===== src/rtl/spin_controller.sv =====
// spin_controller: three-slot spin sequencer with a debounced run button and win/pair evaluation.
// Ports:
//   clk                         system clock, rising edge
//   rst_but                     asynchronous active-low reset
//   run_but                     raw active-low push button, asynchronous to clk
//   slot1_num..slot3_num [3:0]  current slot values
//   run1..run3                  slot run enables (1 = spinning)
//   spinning                    run1 | run2 | run3
//   result_valid, win, pair     evaluation of the last spin
//   spin_count [7:0]            spins started, wrapping
//   win_count [7:0]             wins, saturating at 255
module spin_controller #(
  parameter int DEBOUNCE_CYCLES = 500000,
  parameter int STOP_GAP_CYCLES = 25000000
) (
  input  logic       clk,
  input  logic       rst_but,
  input  logic       run_but,
  input  logic [3:0] slot1_num,
  input  logic [3:0] slot2_num,
  input  logic [3:0] slot3_num,
  output logic       run1,
  output logic       run2,
  output logic       run3,
  output logic       spinning,
  output logic       result_valid,
  output logic       win,
  output logic       pair,
  output logic [7:0] spin_count,
  output logic [7:0] win_count
);
  localparam int DW = $clog2(DEBOUNCE_CYCLES + 1);
  localparam int GW = $clog2(STOP_GAP_CYCLES + 1);
  typedef enum logic [2:0] {IDLE, SPIN, STOP1, STOP2, EVAL} state_t;
  state_t state;
  logic sync1, sync2, level, press;
  logic [DW-1:0] db_cnt;
  logic [GW-1:0] gap;
  logic db_hit, gap_done, all_eq, any_eq;
  // db_hit marks the cycle the synchronised level has differed for the full debounce window
  assign db_hit = (sync2 != level) && (db_cnt == DW'(DEBOUNCE_CYCLES - 1));
  assign gap_done = gap == GW'(STOP_GAP_CYCLES - 1);
  assign all_eq = (slot1_num == slot2_num) && (slot2_num == slot3_num);
  assign any_eq = (slot1_num == slot2_num) || (slot2_num == slot3_num) || (slot1_num == slot3_num);
  always_ff @(posedge clk or negedge rst_but) begin
    if (!rst_but) begin
      sync1  <= 1'b1;
      sync2  <= 1'b1;
      level  <= 1'b1;
      db_cnt <= '0;
      press  <= 1'b0;
    end else begin
      sync1  <= run_but;
      sync2  <= sync1;
      level  <= db_hit ? sync2 : level;
      db_cnt <= (sync2 == level || db_hit) ? '0 : db_cnt + 1'b1;
      // only an accepted fall to 0 is a press; an accepted release is silent
      press  <= db_hit & ~sync2;
    end
  end
  always_ff @(posedge clk or negedge rst_but) begin
    if (!rst_but) begin
      state        <= IDLE;
      run1         <= 1'b0;
      run2         <= 1'b0;
      run3         <= 1'b0;
      spinning     <= 1'b0;
      result_valid <= 1'b0;
      win          <= 1'b0;
      pair         <= 1'b0;
      spin_count   <= '0;
      win_count    <= '0;
      gap          <= '0;
    end else begin
      case (state)
        IDLE: if (press) begin
          state        <= SPIN;
          run1         <= 1'b1;
          run2         <= 1'b1;
          run3         <= 1'b1;
          spinning     <= 1'b1;
          result_valid <= 1'b0;
          spin_count   <= spin_count + 1'b1;
        end
        SPIN: if (press) begin
          state <= STOP1;
          run1  <= 1'b0;
          gap   <= '0;
        end
        // presses are not looked at while stopping, so an expiry always wins
        STOP1: if (gap_done) begin
          state <= STOP2;
          run2  <= 1'b0;
          gap   <= '0;
        end else gap <= gap + 1'b1;
        STOP2: if (gap_done) begin
          state    <= EVAL;
          run3     <= 1'b0;
          spinning <= 1'b0;
        end else gap <= gap + 1'b1;
        EVAL: begin
          state        <= IDLE;
          result_valid <= 1'b1;
          win          <= all_eq;
          pair         <= any_eq & ~all_eq;
          win_count    <= (all_eq && win_count != 8'hff) ? win_count + 1'b1 : win_count;
        end
        default: state <= IDLE;
      endcase
    end
  end
endmodule


===== config.mk =====
export PLATFORM = sky130hd
export DESIGN_NAME = spin_controller
export DESIGN_NICKNAME = d
export VERILOG_FILES = /design/src/rtl/spin_controller.sv
export SDC_FILE = /design/constraint.sdc
export NUM_CORES = 1
export LEC_CHECK = 0
export ABC_AREA = 1
export CAP_MARGIN = 10
export CORE_MARGIN = 3
export CORE_UTILIZATION = 50
export CTS_CLUSTER_SIZE = 28
export DETAILED_ROUTE_END_ITERATION = 8
export PLACE_DENSITY = 0.82
export REMOVE_ABC_BUFFERS = 1
export SYNTH_ARGS = -nofsm -noshare
export SYNTH_HDL_FRONTEND = slang
export SYNTH_SLANG_ARGS = --single-unit

===== constraint.sdc =====
create_clock -name clk -period 1.6 [get_ports clk]
set_input_delay 0.24 -clock clk [delete_from_list [all_inputs] [get_ports clk]]
set_output_delay 0.24 -clock clk [all_outputs]
set_load 0.05 [all_outputs]

==> results of run 1 <==
==> sequential cells by signal (all words and copies together) (netlist names), 3 cells and up <==
| name | count |
|---|---|
| db_cnt | 19 |
| state | 3 |
| gap | 25 |
| win_count | 8 |
| spin_count | 8 |
==> power by group through the flow <==
stage | clock network, mW | logic, mW | registers, mW
3_5_place_dp | 0 | 0.174 | 1.90
4_1_cts | 1.49 | 0.176 | 1.86
5_1_grt | 1.57 | 0.193 | 1.86
2_1_floorplan | 0 | 0.0484 | 1.90
3_3_place_gp | 0 | 0.168 | 1.90
6_report | 1.46 | 0.174 | 1.86
==> routing by layer <==
metal	track usage, %	part of all wire (%)
met2	41.6	52
met1	29.7	41
met3	5.68	5.2
met4	8.19	1.5
met5	0	0
==> cells in the mapped netlist (4+ instances only) <==
library cell	count
nor3_1	12
nand4_1	24
clkbuf_1	5
o21ai_0	16
xnor2_1	22
o211ai_1	6
nor2_1	81
nand3_1	41
dfrtp_1	70
o21ai_1	7
ha_1	4
nand2_1	195
inv_1	52
xor2_1	24
==> worst min path at each step <==
stage,depth (start not counted),start,slack (ns),endpoint
floorplan,0,rst_but,-0.06,db_cnt[0]$_DFF_PN0_
global placement,1,rst_but,0.19,gap[10]$_DFFE_PN0P_
detailed placement,1,rst_but,0.19,gap[10]$_DFFE_PN0P_
CTS,1,run_but,0.27,sync1$_DFF_PN1_
global route,1,run_but,0.26,sync1$_DFF_PN1_
finish,1,run_but,0.30,sync1$_DFF_PN1_
==> cells by family after synthesis <==
| family | synth area share, % |
|---|---|
| and+or+nand+nor | 36.0 |
| DFF | 41.9 |
| buffers and inverters | 6.28 |
| xor gates and xnor gates | 9.23 |
| AOI/OAI and AO/OA | 5.19 |
| adders and majority gates | 1.15 |
| muxes | 0.258 |
==> through the flow <==
| stage | TNS [ns] | cell area [um^2] | std cells |
|---|---|---|---|
| CTS | -1.22 | 5540 | 807 |
| finish | -1.05 | 5740 | 810 |
| detailed placement | -3.17 | 5270 | 787 |
| global route | -3.84 | 5740 | 810 |
| floorplan | -10.65 | 4290 | 580 |
| global placement | -1.03 | 5270 | 787 |
==> layout make-up <==
type / instances / area, um^2 / area share, %
Sequential cell: 73 / 1830 / 32.0
Timing Repair Buffer: 109 / 938 / 16.4
Inverter: 53 / 204 / 3.55
Multi-Input combinational cell: 454 / 2440 / 42.5
Clock buffer: 9 / 124 / 2.16
Tap cell: 105 / 131 / 2.29
Clock inverter: 7 / 65.1 / 1.13
==> timing repair <==
action                                 4_1_cts  5_1_grt
endpoints found under the hold margin       22        0
hold buffers                                 1        0
setup endpoints to repair                   30       59
pin swaps                                    0       19
resized for setup                           18       51
cloned                                       1        0
setup buffers                                2        5
==> results by group, run 1 <==
Clocking
  – CTS max path bufs: 2
  – H-tree depth: 3
  – Worst-path clk slew: 0.09 ns
  – Worst-Skew Late Latency: 0.36 ns
  – CTS tree: yes
  – Clock root cell: clkbuf_8
  – Total CTS buffers: 9
  – Clk sinks: 73

Synthesis
  – Post-Syn Instances: 591
  – Flop and latch count out of synthesis: 73
  – Post-synth top area share: 40.1%
  – Synth area leader: dfrtp_1
  – Netlist cell types: 34
  – Post-synth EDFFs: 0
  – FFs w/ async S/R, synth: 100%
  – Mapped cell area: 4360 um^2
  – Synth area leaders: dfrtp_1 (40%), nand2_1 (17%), nor2_1 (7.0%)
  – Yosys warning total: 0
  – Top FF cell, synth: dfrtp_1
  – Avg Cell Area, Syn: 7.38 um^2
  – Seq/Total Area, Yosys: 41.9%

Job
  – Max-cap violations: 0

STA
  – Slew Viols, Final: 0
  – Hold Slack: 0.297 ns
  – RSZ-0062 raised after global routing: yes
  – Max_slew headroom: 70.2%
  – Fin crit period: 1.68 ns
  – Clock Skew: 0.0113 ns
  – Final hold viol count: 0
  – Worst slew pin tran: 0.443 ns
  – Worst Setup Slack, final: -0.0761 ns
  – Final setup fails: 24
  – Fin crit share: 105%
  – F_max: 597 MHz

Placement
  – Dpl hpwl: 8230 um
  – Place WS: -0.274 ns
  – Placer Congestion: 0.914
  – Port Buffers: 37

Pwr
  – Total power: 3.49 mW
  – Sequential share of power: 53.3%
  – Worst VDD drop: 0.661 mV
  – PwrDens: 609 nW/um^2
  – Combinational share of power: 5.0%
  – Switching share of power: 27.0%
  – Clk network pwr share: 41.7%
  – Int Pwr: 2.55 mW
  – Pleak: 2.68 nW
  – P_sw: 945 uW

Routing
  – Routed len/inst: 14.3 um
  – Remaining antenna violation count after routing: 0
  – Iter 0 DRT Violations: 191
  – Routed WL: 11600 um
  – Vias per inst: 5.36
  – Routed via count: 4344
  – DRC: 0
  – Drt first pass iters: 5

Setup path
  – CP bufs+invs: 3
  – Reg2reg setup slack: -0.08 ns
  – Critical Path RT: 1.86 ns
  – CP max stage delay: 0.37 ns
  – FF-to-FF Start: gap[1]$_DFFE_PN0P_
  – Delay-heaviest family, CP: simple AND/OR/NAND/NOR gates
  – Worst-case reg-to-reg path depth: 12
  – Reg2reg end: gap[11]$_DFFE_PN0P_
  – Critical Path Stages: 12
  – Arrival time worst endpoint: 1.93 ns
  – Critical-path top delay cell: dfrtp_1
  – Crit path cell chain: ha_2 -> inv_2 -> nor2_4 -> nand3_2 -> nor2_4 -> nand2_4 -> nand2_4 -> a21oi_4 -> buf_12 -> buf_6 -> nand2_1 -> nand2_1
  – Crit path kind: reg2reg
  – CP startpoint: gap[1]$_DFFE_PN0P_
  – CP max FO: 8
  – Setup crit end kind: flop
  – Nature of the critical path startpoint: flop
  – Crit path to: gap[11]$_DFFE_PN0P_

Final layout
  – Area added between synthesis and finish: 31.5%
  – Filler cell count in the final layout: 634
  – Most frequent cells in the layout: nand2_1 (189), buf_4 (84), dfrtp_1 (67), nor2_1 (66), inv_1 (48)
  – Nets: 719
  – Most common cell after layout, fill and taps aside: nand2_1
  – Final core occ: 68.8%
  – Layout cells sized above 1: 24.7%
  – Number of antenna diodes: 0

Floorplan
  – DIE AREA: 9890 um^2
  – DIE WIDTH: 99.4 um
  – Die Y-Extent: 99.4 um
  – Core area: 8340 um^2
  – I/O Pins: 38
  – Initial Util: 52.3%
  – FP Rows: 33

Global routing
  – First-pass GRT wire length: 19300 um
  – Largest net degree at the start of global routing: 29
  – Tot GR Track Use: 24.1%
  – Vias in the first global route: 4335
  – Grt ovf: 0
  – Antenna violations before repair: 0

Hold path
  – Worst min path class: in2reg

Run status
  – Failing checks: negative setup slack
  – Outcome: complete, but fails checks
(Power assumes the default switching activity.)
==> inputs of run 2 (changes only) <==
Settings changed: CORE_MARGIN 3 to default.
==> results by group, run 2 (synthesis results as in run 1) <==
Run status
  – Outcome: complete, but fails checks
  – Failing checks: negative setup slack

Clocking
  – Worst-Skew Late Latency: 0.35 ns
  – Total CTS buffers: 9
  – Clk sinks: 73
  – Worst-path clk slew: 0.09 ns
  – CTS max path bufs: 2
  – CTS tree: yes
  – Clock root cell: clkbuf_8
  – H-tree depth: 3

Floorplan
  – Core area: 8340 um^2
  – FP Rows: 33
  – Die Y-Extent: 95.4 um
  – Initial Util: 52.3%
  – DIE AREA: 9110 um^2
  – I/O Pins: 38
  – DIE WIDTH: 95.4 um

Setup path
  – Setup crit end kind: flop
  – Arrival time worst endpoint: 1.86 ns
  – Critical Path RT: 1.84 ns
  – Nature of the critical path startpoint: flop
  – Crit path kind: reg2reg
  – CP max FO: 14

STA
  – Max_slew headroom: 67.0%
  – Worst Setup Slack, final: -0.0250 ns
  – Worst slew pin tran: 0.492 ns
  – Final hold viol count: 0
  – Fin crit share: 102%
  – Final setup fails: 18
  – Clock Skew: 0.0132 ns
  – F_max: 615 MHz
  – RSZ-0062 raised after global routing: yes
  – Fin crit period: 1.63 ns
  – Slew Viols, Final: 0
  – Hold Slack: 0.295 ns

Global routing
  – Tot GR Track Use: 26.5%
  – Vias in the first global route: 4347
  – Largest net degree at the start of global routing: 39
  – First-pass GRT wire length: 18800 um
  – Grt ovf: 0
  – Antenna violations before repair: 0

Routing
  – Iter 0 DRT Violations: 204
  – Routed WL: 11500 um
  – DR WL met3: 472 um
  – Remaining antenna violation count after routing: 0
  – Met2 wire len: 6100 um
  – Max Used Layer: met4
  – Drt first pass iters: 5
  – Routed len/inst: 14.1 um
  – Routed via count: 4332
  – DRC: 0
  – Vias per inst: 5.30
  – WL met1: 4700 um

Placement
  – Dpl hpwl: 8000 um
  – Placer Congestion: 0.929
  – Port Buffers: 37

Final layout
  – Layout cells sized above 1: 23.7%
  – Most frequent cells in the layout: nand2_1 (191), buf_4 (91), nor2_1 (66), dfrtp_1 (66), inv_1 (50)
  – Number of antenna diodes: 0
  – Area added between synthesis and finish: 31.8%
  – Final core occ: 69.0%
  – Nets: 726
  – Biggest regs: gap: 25 flops, db_cnt: 19 flops
  – Most common cell after layout, fill and taps aside: nand2_1
  – Max FFs per register: 25
  – Most flops, register: gap

Pwr
  – PwrDens: 615 nW/um^2
  – Worst VDD drop: 0.517 mV
  – Pleak: 2.68 nW

Hold path
  – Worst min path class: in2async

Job
  – Max-cap violations: 0
-- run 2: worst paths after layout --
kind	depth (start not counted)	slack, ns	to	start
min in group clk	1	0.30	sync1$_DFF_PN1_	run_but
max in group asynchronous	3	0.70	sync1$_DFF_PN1_	rst_but
setup reg to reg	7	-0.03	gap[13]$_DFFE_PN0P_	state[1]$_DFFE_PN0P_
hold / removal	2	0.30	gap[24]$_DFFE_PN0P_	rst_but
hold reg to reg	0	0.36	sync2$_DFF_PN1_	sync1$_DFF_PN1_
setup / recovery	7	-0.03	gap[13]$_DFFE_PN0P_	state[1]$_DFFE_PN0P_
-- run 2: worst max-delay path, stage by stage, from the launching register on --
cell     delay, ns
dfrtp_1       0.45
nor3_1        0.21
inv_1         0.10
nor2_1        0.36
a21oi_4       0.11
buf_12        0.18
nand2_1       0.06
o21ai_1       0.06
-- run 2: where the power goes --
group	total [mW]	leakage, nW	switching (mW)	internal, mW
sequential	1.86	0.985	0.00836	1.85
clock	1.49	0.0949	0.729	0.765
combinational	0.181	1.60	0.0918	0.0889
total	3.54	2.68	0.830	2.71
-- run 2: routing by layer --
| layer | GRT usage (%) | up-vias |
|---|---|---|
| li1 | - | 2123 |
| met1 | 31.1 | 2057 |
| met2 | 48.9 | 124 |
| met3 | 4.23 | 28 |
| met4 | 9.08 | 0 |
| met5 | 0 | - |
-- run 2: final cells by class --
class,instances,area [um^2]
fillers,649,2590
multi-input cells,454,2380
flip-flops and latches,73,1840
repair buffers,116,1000
inverters,53,201
clock buffers,10,138
well taps,105,131
clock inverters,6,66.3
-- run 2: what timing repair did --
| item | in CTS | in global routing |
|---|---|---|
| hold buffers | 1 | 0 |
| endpoints found under the hold margin | 16 | 0 |
| setup endpoints to repair | 38 | 61 |
| resized for setup | 16 | 32 |
| setup buffers | 4 | 7 |
| pin swaps | 6 | 10 |
-- run 2: per-stage QoR --
step	TNS [ns]	total power, mW	cells	setup slack (ns)	area, um^2
global route	-3.33	3.66	817	-0.136	5750
floorplan	-10.65	1.95	580	-0.370	4290
finish	-0.220	3.54	817	-0.0250	5750
global placement	-2.29	2.06	789	-0.207	5310
detailed placement	-4.21	2.07	789	-0.355	5310
CTS	-0.0674	3.56	810	-0.0182	5610
==> inputs of run 3 (changes only) <==
Settings changed: CORE_MARGIN from default to 2.
==> results by group, run 3 (synthesis results as in run 1) <==
Routing
  – Routed via count: 4453
  – WL met1: 4850 um
  – DRC: 0
  – Routed len/inst: 14.5 um
  – Remaining antenna violation count after routing: 0
  – Vias per inst: 5.35
  – Iter 0 DRT Violations: 214
  – DR WL met3: 591 um
  – Met2 wire len: 6290 um
  – Routed WL: 12100 um
  – Drt first pass iters: 5
  – Max Used Layer: met4

Clocking
  – Worst-path clk slew: 0.08 ns
  – H-tree depth: 3
  – CTS max path bufs: 2
  – Clk sinks: 73
  – Total CTS buffers: 9
  – Worst-Skew Late Latency: 0.35 ns
  – Clock root cell: clkbuf_8
  – CTS tree: yes

STA
  – Max_slew headroom: 70.6%
  – Final setup fails: 20
  – Worst Setup Slack, final: -0.0632 ns
  – RSZ-0062 raised after global routing: yes
  – Slew Viols, Final: 0
  – Final hold viol count: 0
  – F_max: 601 MHz
  – Fin crit period: 1.66 ns
  – Worst slew pin tran: 0.440 ns
  – Clock Skew: 0.00932 ns
  – Fin crit share: 104%
  – Setup TNS: -0.909 ns

Final layout
  – Design area: 5920 um^2
  – Nets: 740
  – Most frequent cells in the layout: nand2_1 (186), buf_4 (104), dfrtp_1 (66), nor2_1 (61), inv_1 (46)
  – Layout cells sized above 1: 28.4%
  – Most common cell after layout, fill and taps aside: nand2_1
  – Filler cell count in the final layout: 680
  – Biggest regs: gap: 25 flops, db_cnt: 19 flops
  – Area added between synthesis and finish: 35.7%
  – Most flops, register: gap
  – Max FFs per register: 25
  – Number of antenna diodes: 0

Setup path
  – Crit path kind: reg2reg
  – Nature of the critical path startpoint: flop
  – Arrival time worst endpoint: 1.90 ns
  – CP max stage delay: 0.41 ns
  – Reg2reg end: gap[15]$_DFFE_PN0P_
  – CP max FO: 6
  – Setup crit end kind: flop
  – FF-to-FF Start: state[2]$_DFFE_PN0P_
  – Worst-case reg-to-reg path depth: 9
  – Most used cell, CP: inv_1
  – Reg2reg setup slack: -0.06 ns
  – Critical Path RT: 1.83 ns
  – Critical-path top delay cell: dfrtp_1
  – Crit path cell chain: buf_4 -> nor3_2 -> inv_1 -> o21ai_0 -> inv_1 -> a21oi_4 -> buf_6 -> buf_8 -> o21ai_1

Global routing
  – Tot GR Track Use: 25.3%
  – First-pass GRT wire length: 19900 um
  – Vias in the first global route: 4537
  – Grt ovf: 0
  – Largest net degree at the start of global routing: 35
  – Antenna violations before repair: 0

Pwr
  – Pleak: 2.76 nW
  – PwrDens: 584 nW/um^2
  – Worst VDD drop: 0.400 mV
  – Total power: 3.46 mW

Hold path
  – Worst min path class: in2reg
  – Hold-critical path depth: 1
  – Hold Crit Endpoint: sync1$_DFF_PN1_
  – Hold_sp: run_but

Floorplan
  – DIE WIDTH: 97.4 um
  – FP Rows: 34
  – Initial Util: 50.8%
  – I/O Pins: 38
  – Core area: 8590 um^2
  – Die Y-Extent: 97.4 um
  – DIE AREA: 9490 um^2

Placement
  – Placed Area: 5380 um^2
  – Port Buffers: 37
  – Place WS: -0.306 ns
  – Dpl hpwl: 8440 um
  – Placer Congestion: 0.962

Run status
  – Outcome: complete, but fails checks
  – Failing checks: negative setup slack

Job
  – Max-cap violations: 0
==> run 3: cell types whose count changed in the layout (fill, tap and decap cells not counted), sizes merged <==
cell      previous run  this run
buf                102       116
clkbuf              10         9
clkinvlp             3         2
inv                 54        53
clkinv               1         3
==> run 3: cell type report <==
class	instances	area, um^2	area share [%]
Timing Repair Buffer	130	1100	18.6
Sequential cell	73	1840	31.0
Inverter	53	201	3.40
Multi-Input combinational cell	454	2460	41.6
Clock buffer	9	124	2.09
Tap cell	108	135	2.28
Clock inverter	6	60.1	1.01
==> run 3: worst max path at each step <==
stage                               from                        to  slack [ns]  cells after the start
floorplan             gap[0]$_DFFE_PN0P_       gap[16]$_DFFE_PN0P_       -0.37                     11
global placement            slot2_num[0]  win_count[5]$_DFFE_PN0P_       -0.16                      8
detailed placement          slot1_num[3]  win_count[4]$_DFFE_PN0P_       -0.31                      8
CTS                   gap[0]$_DFFE_PN0P_       gap[13]$_DFFE_PN0P_       -0.03                     12
global route          gap[1]$_DFFE_PN0P_       gap[12]$_DFFE_PN0P_       -0.15                     12
finish              state[2]$_DFFE_PN0P_       gap[15]$_DFFE_PN0P_       -0.06                      9
==> run 3: power breakdown <==
group | total (mW) | switching (mW) | internal [mW]
sequential | 1.86 | 0.00649 | 1.85
clock | 1.41 | 0.707 | 0.703
combinational | 0.186 | 0.0933 | 0.0924
total | 3.46 | 0.807 | 2.65
==> run 3: routing by layer <==
metal | vias to the layer above | track usage [%]
met5 | - | 0
li1 | 2157 | -
met3 | 40 | 3.53
met2 | 140 | 45.0
met4 | 0 | 12.0
met1 | 2116 | 30.2
==> run 3: what timing repair did <==
| action | in CTS | in global routing |
|---|---|---|
| gates cloned | 2 | 0 |
| hold endpoints to repair | 27 | 0 |
| resized for setup | 23 | 57 |
| hold buffers | 1 | 0 |
| buffers inserted | 4 | 9 |
| setup endpoints to repair | 29 | 60 |
| pin swaps | 12 | 14 |
==> run 3: through the flow <==
step	utilization (%)	hold slack [ns]	instances
after floorplan	-	-0.0556	580
after global placement	62.6	0.206	802
after detailed placement	62.6	0.210	802
after CTS	66.0	0.318	824
after global routing	68.9	0.323	833
final	68.9	0.326	833
==> run 3: worst max-delay path: cells and delay by family, from the launching register on <==
family / cells / cell delay [ns]
and+or+nand+nor: 1 / 0.16
AOI/OAI and AO/OA: 3 / 0.32
buffers and inverters: 5 / 0.66
DFF: 1 / 0.41
==> edit 1 (settings of run 3) <==
`DEBOUNCE_CYCLES`: 500000 -> 1000000.
--- a/src/rtl/spin_controller.sv
+++ b/src/rtl/spin_controller.sv
@@ -12,3 +12,3 @@
 module spin_controller #(
-  parameter int DEBOUNCE_CYCLES = 500000,
+  parameter int DEBOUNCE_CYCLES = 1000000,
   parameter int STOP_GAP_CYCLES = 25000000
Function: no difference found for any inputs over 10 cycles, from zero or initial values and one cycle with rst_but low; that may be too few to reach the edited logic, so the function may still have changed.
==> edit 1 against run 3 <==
- cell area increased by 4.6%
- non-clock buffer count decreased by 7
- power increased by 11%
- synthesized area increased by 1.3%
- die area increased by 1.3%
- worst hold slack got worse by 0.037 ns
- worst setup slack got worse by 0.057 ns
- critical endpoint is now gap[14]
- sequential cell count increased by 1
- routed wire length increased by 16%
- the flow still finishes with violations (negative setup slack)
- clock power increased by 25%
==> edit 1: results <==
group,metric,value,unit
sta,finalClockSkew,0.0104,ns
final_layout,buf_share,17.9,%
critical_path,reg2reg_from,"gap[1]",
final_layout,multi_input_gates,457,
power,irDropWorstVdd,0.882,mV
sta,finalSetupTns,-2.41,ns
final_layout,fillers,585,
routing,vias,4788,
sta,setup_violations,30,
run_status,violations,"negative setup slack",
routing,wl_met2,7080,µm
sta,fin_ws,-0.120,ns
global_route,grt_use_met2,43.8,%
final_layout,seqCellArea,1860,µm²
synthesis,ys_seq_area_share,42.0,%
final_layout,num-nonclk-buffers,123,
critical_path,crit_arrival,2.01,ns
placement,place_ws,-0.213,ns
routing,wl_met3,954,µm
placement,dp.cells,800,
cts,ctsResizeCount,30,
sta,worstMarginPinSlew,0.531,ns
global_route,grt_max_degree,31,
power,p_comb,190,µW
placement,place_area,5300,µm²
placement,dp_hpwl,8260,µm
synthesis,ys_seq_elements,74,
critical_path,cp_slowest_stage_delay,0.43,ns
power,power.switching,884,µW
run_status,status,"complete, but fails checks",
global_route,grt_pass1_wl,20300,µm
final_layout,post-route-util,71.7,%
synthesis,synth.area.top_cells,"dfrtp_1 (40%), nand2_1 (17%), nor2_1 (6.4%)",
synthesis,ys_types,31,
edit 1: cell types whose count changed in the layout (fill, tap and decap cells not counted), sizes merged, moves of 3 or more:
cell	before	now
nor3	13	23
xor2	24	19
buf	116	107
o21ai	24	28
inv	53	65
nor2	83	77
nand4	24	21
nor3b	1	6
clkbuf	9	13
o21bai	3	0
edit 1: final timing paths:
check                             to  cells past startpoint  slack [ns]
setup / recovery             gap[14]                     11       -0.12
hold / removal                 sync1                      1        0.29
setup reg to reg             gap[14]                     11       -0.12
hold reg to reg                sync2                      0        0.38
max in group asynchronous  db_cnt[6]                      3        0.72
min in group asynchronous    gap[10]                      2        0.34
edit 1: cell families (layout without fill, tap and decap cells):
logic type | after synthesis | in the layout | share of synthesized area (%)
buffers and inverters | 74 | 202 | 7.04
XOR/XNOR | 40 | 40 | 7.92
AND/OR/NAND/NOR | 375 | 375 | 36.9
flip-flops | 74 | 74 | 42.0
AO/OA/AOI/OAI | 38 | 38 | 5.01
adder cells (fa/ha/maj) | 4 | 4 | 1.13
==> edit 2 (settings of run 3) <==
Made on the original files. Put one more register stage on the output `spin_count`, cleared by the reset. The value now appears one clock later. The other outputs are not delayed to match.
--- a/src/rtl/spin_controller.sv
+++ b/src/rtl/spin_controller.sv
@@ -34,2 +34,4 @@
   typedef enum logic [2:0] {IDLE, SPIN, STOP1, STOP2, EVAL} state_t;
+
+  logic [7:0] spin_count_s0;
   state_t state;
@@ -70,3 +72,3 @@
       pair         <= 1'b0;
-      spin_count   <= '0;
+      spin_count_s0 <= '0;
       win_count    <= '0;
@@ -82,3 +84,3 @@
           result_valid <= 1'b0;
-          spin_count   <= spin_count + 1'b1;
+          spin_count_s0 <= spin_count_s0 + 1'b1;
         end
@@ -111,2 +113,10 @@
   end
+  always_ff @(posedge clk or negedge rst_but) begin
+    if (!rst_but) begin
+      spin_count <= '0;
+    end else begin
+      spin_count <= spin_count_s0;
+    end
+  end
+
 endmodule
Function: no difference found for any inputs over 10 cycles, from zero or initial values and one cycle with rst_but low; that may be too few to reach the edited logic, so the function may still have changed.
==> edit 2 against run 3 <==
- worst setup slack got worse by 0.11 ns
- routed wire length rose by 8.6%
- largest power group unchanged
- power rose by 9.1%
- synthesized area rose by 5.4%
- sequential cell count rose by 8
- critical path type unchanged
- critical endpoint is now gap[19]
- cell area rose by 5.7%
- largest cell class unchanged
- the flow still finishes with violations (negative setup slack)
- sequential share of layout area rose by 1.5 points
- highest routed layer unchanged
==> edit 2: results <==
group,metric,value,unit
synthesis,synth_fa_ha_area_share,1.09,%
global_route,grt_usage,26.1,%
global_route,grt_max_degree,40,
routing,vias,4752,
power,power.switching,965,µW
synthesis,ys_types,32,
final_layout,diodes,0,
hold_path,worstHoldStart,"run_but",
sta,fin_worst_hold_slack,0.350,ns
run_status,violations,"negative setup slack",
synthesis,synthTopCellsByCount,"nand2_1 (189), nor2_1 (92), dfrtp_1 (78)",
synthesis,synth-compound-area-share,5.74,%
global_route,antenna_found_initial,0,
cts,ctsResizeCount,37,
critical_path,cp_max_fo,5,
synthesis,synth.area.top_cells,"dfrtp_1 (42%), nand2_1 (15%), nor2_1 (7.5%)",
hold_path,hold_class,"input pin to flip-flop",
cts,cts-buffers-inserted,9,
routing,drt-initial-drc-count,318,
power,pg_clk,1.49,mW
final_layout,drive_gt1_share,27.7,%
synthesis,ys_seq_area_share,44.2,%
synthesis,synth_warnings,0,
run_status,status,"complete, but fails checks",
cts,hold_buffers,1,
placement,gp_congestion,0.958,
power,seq-power,2.06,mW
cts,root_buffer,"clkbuf_8",
critical_path,crit_arrival,2.03,ns
critical_path,critPathSlowestCell,"dfrtp_1",
global_route,grt_pass1_vias,4676,
sta,finalClockSkew,0.0133,ns
sta,setup_violations,34,
final_layout,nets,755,
routing,totalWireLength,13100,µm
synthesis,synth_async_sr_flop_share,100,%
global_route,grt_pass1_wl,20900,µm
synthesis,synthXorXnorAreaFrac,8.38,%
power,leakagePower,2.97,nW
floorplanning,start_util,52.2,%
routing,first_pass_iters,5,
sta,fin_ws,-0.176,ns
hold_path,hold_depth,1,
cts,clk_latency,0.37,ns
synthesis,synthMuxAreaShare,0,%
cts,clk_path_buf_depth,2,
critical_path,r2r_cells,12,
critical_path,timing.rr.end,"gap[19]",
placement,dp_hpwl,8490,µm
critical_path,cp_slowest_stage_delay,0.36,ns
cts,htree_num_levels,3,
critical_path,reg2reg_from,"gap[1]",
cts,post_cts_buffers,6,
cts,clk_pin_slew,0.09,ns
sta,max_slew_margin,66.1,%
power,irDropWorstVdd,0.509,mV
edit 2: cell count changes after synthesis, moves of 4 or more:
cell / change
o21ai_1: -5
nand3_1: +4
o21ai_0: +10
nand2_1: -6
dfrtp_1: +8
inv_1: +5
nor2_1: +11
edit 2: cell type report:
cell class              count  area, µm²
clock buffers              10        138
clock inverters             6       57.6
fillers                   601       2550
inverters                  61        236
multi-input cells         468       2650
flip-flops and latches     81       2030
well taps                 108        135
repair buffers            114       1000
repair inverters            1       6.26
edit 2: worst max-delay path, delay by kind of cell, from the launching register on:
family,cells,cell delay (ns)
buf+inv,2,0.27
fa+ha+maj,1,0.15
simple gates,8,0.73
flops,1,0.36
compound gates,1,0.15
edit 2: per-layer routing:
metal  up-vias  global-route usage (%)  part of all wire (%)
met3        68                    5.64                   7.5
met1      2233                    32.6                    40
met4         0                    11.5                   3.8
li1       2216                       -                     -
met2       235                    43.8                    48
met5         -                       0                     0
edit 2: worst max-delay path by stage:
stage | cells after the start | endpoint | slack (ns) | from
after floorplan | 6 | gap[6] | -0.29 | state[2]
after global placement | 8 | win_count[5] | -0.26 | slot2_num[0]
after detailed placement | 8 | win_count[5] | -0.34 | slot2_num[1]
after CTS | 11 | gap[21] | -0.09 | gap[1]
after global routing | 12 | gap[21] | -0.22 | gap[1]
final | 12 | gap[19] | -0.18 | gap[1]
edit 2: per-stage QoR:
step	TNS, ns	setup slack [ns]	power [mW]	instances	instance area [µm²]
after detailed placement	-6.04	-0.335	2.28	815	5500
after CTS	-0.935	-0.0869	3.76	840	5880
after global routing	-5.61	-0.224	3.91	849	6260
after floorplan	-6.99	-0.287	2.15	609	4540
after global placement	-3.29	-0.260	2.27	815	5500
final	-2.77	-0.176	3.77	849	6260
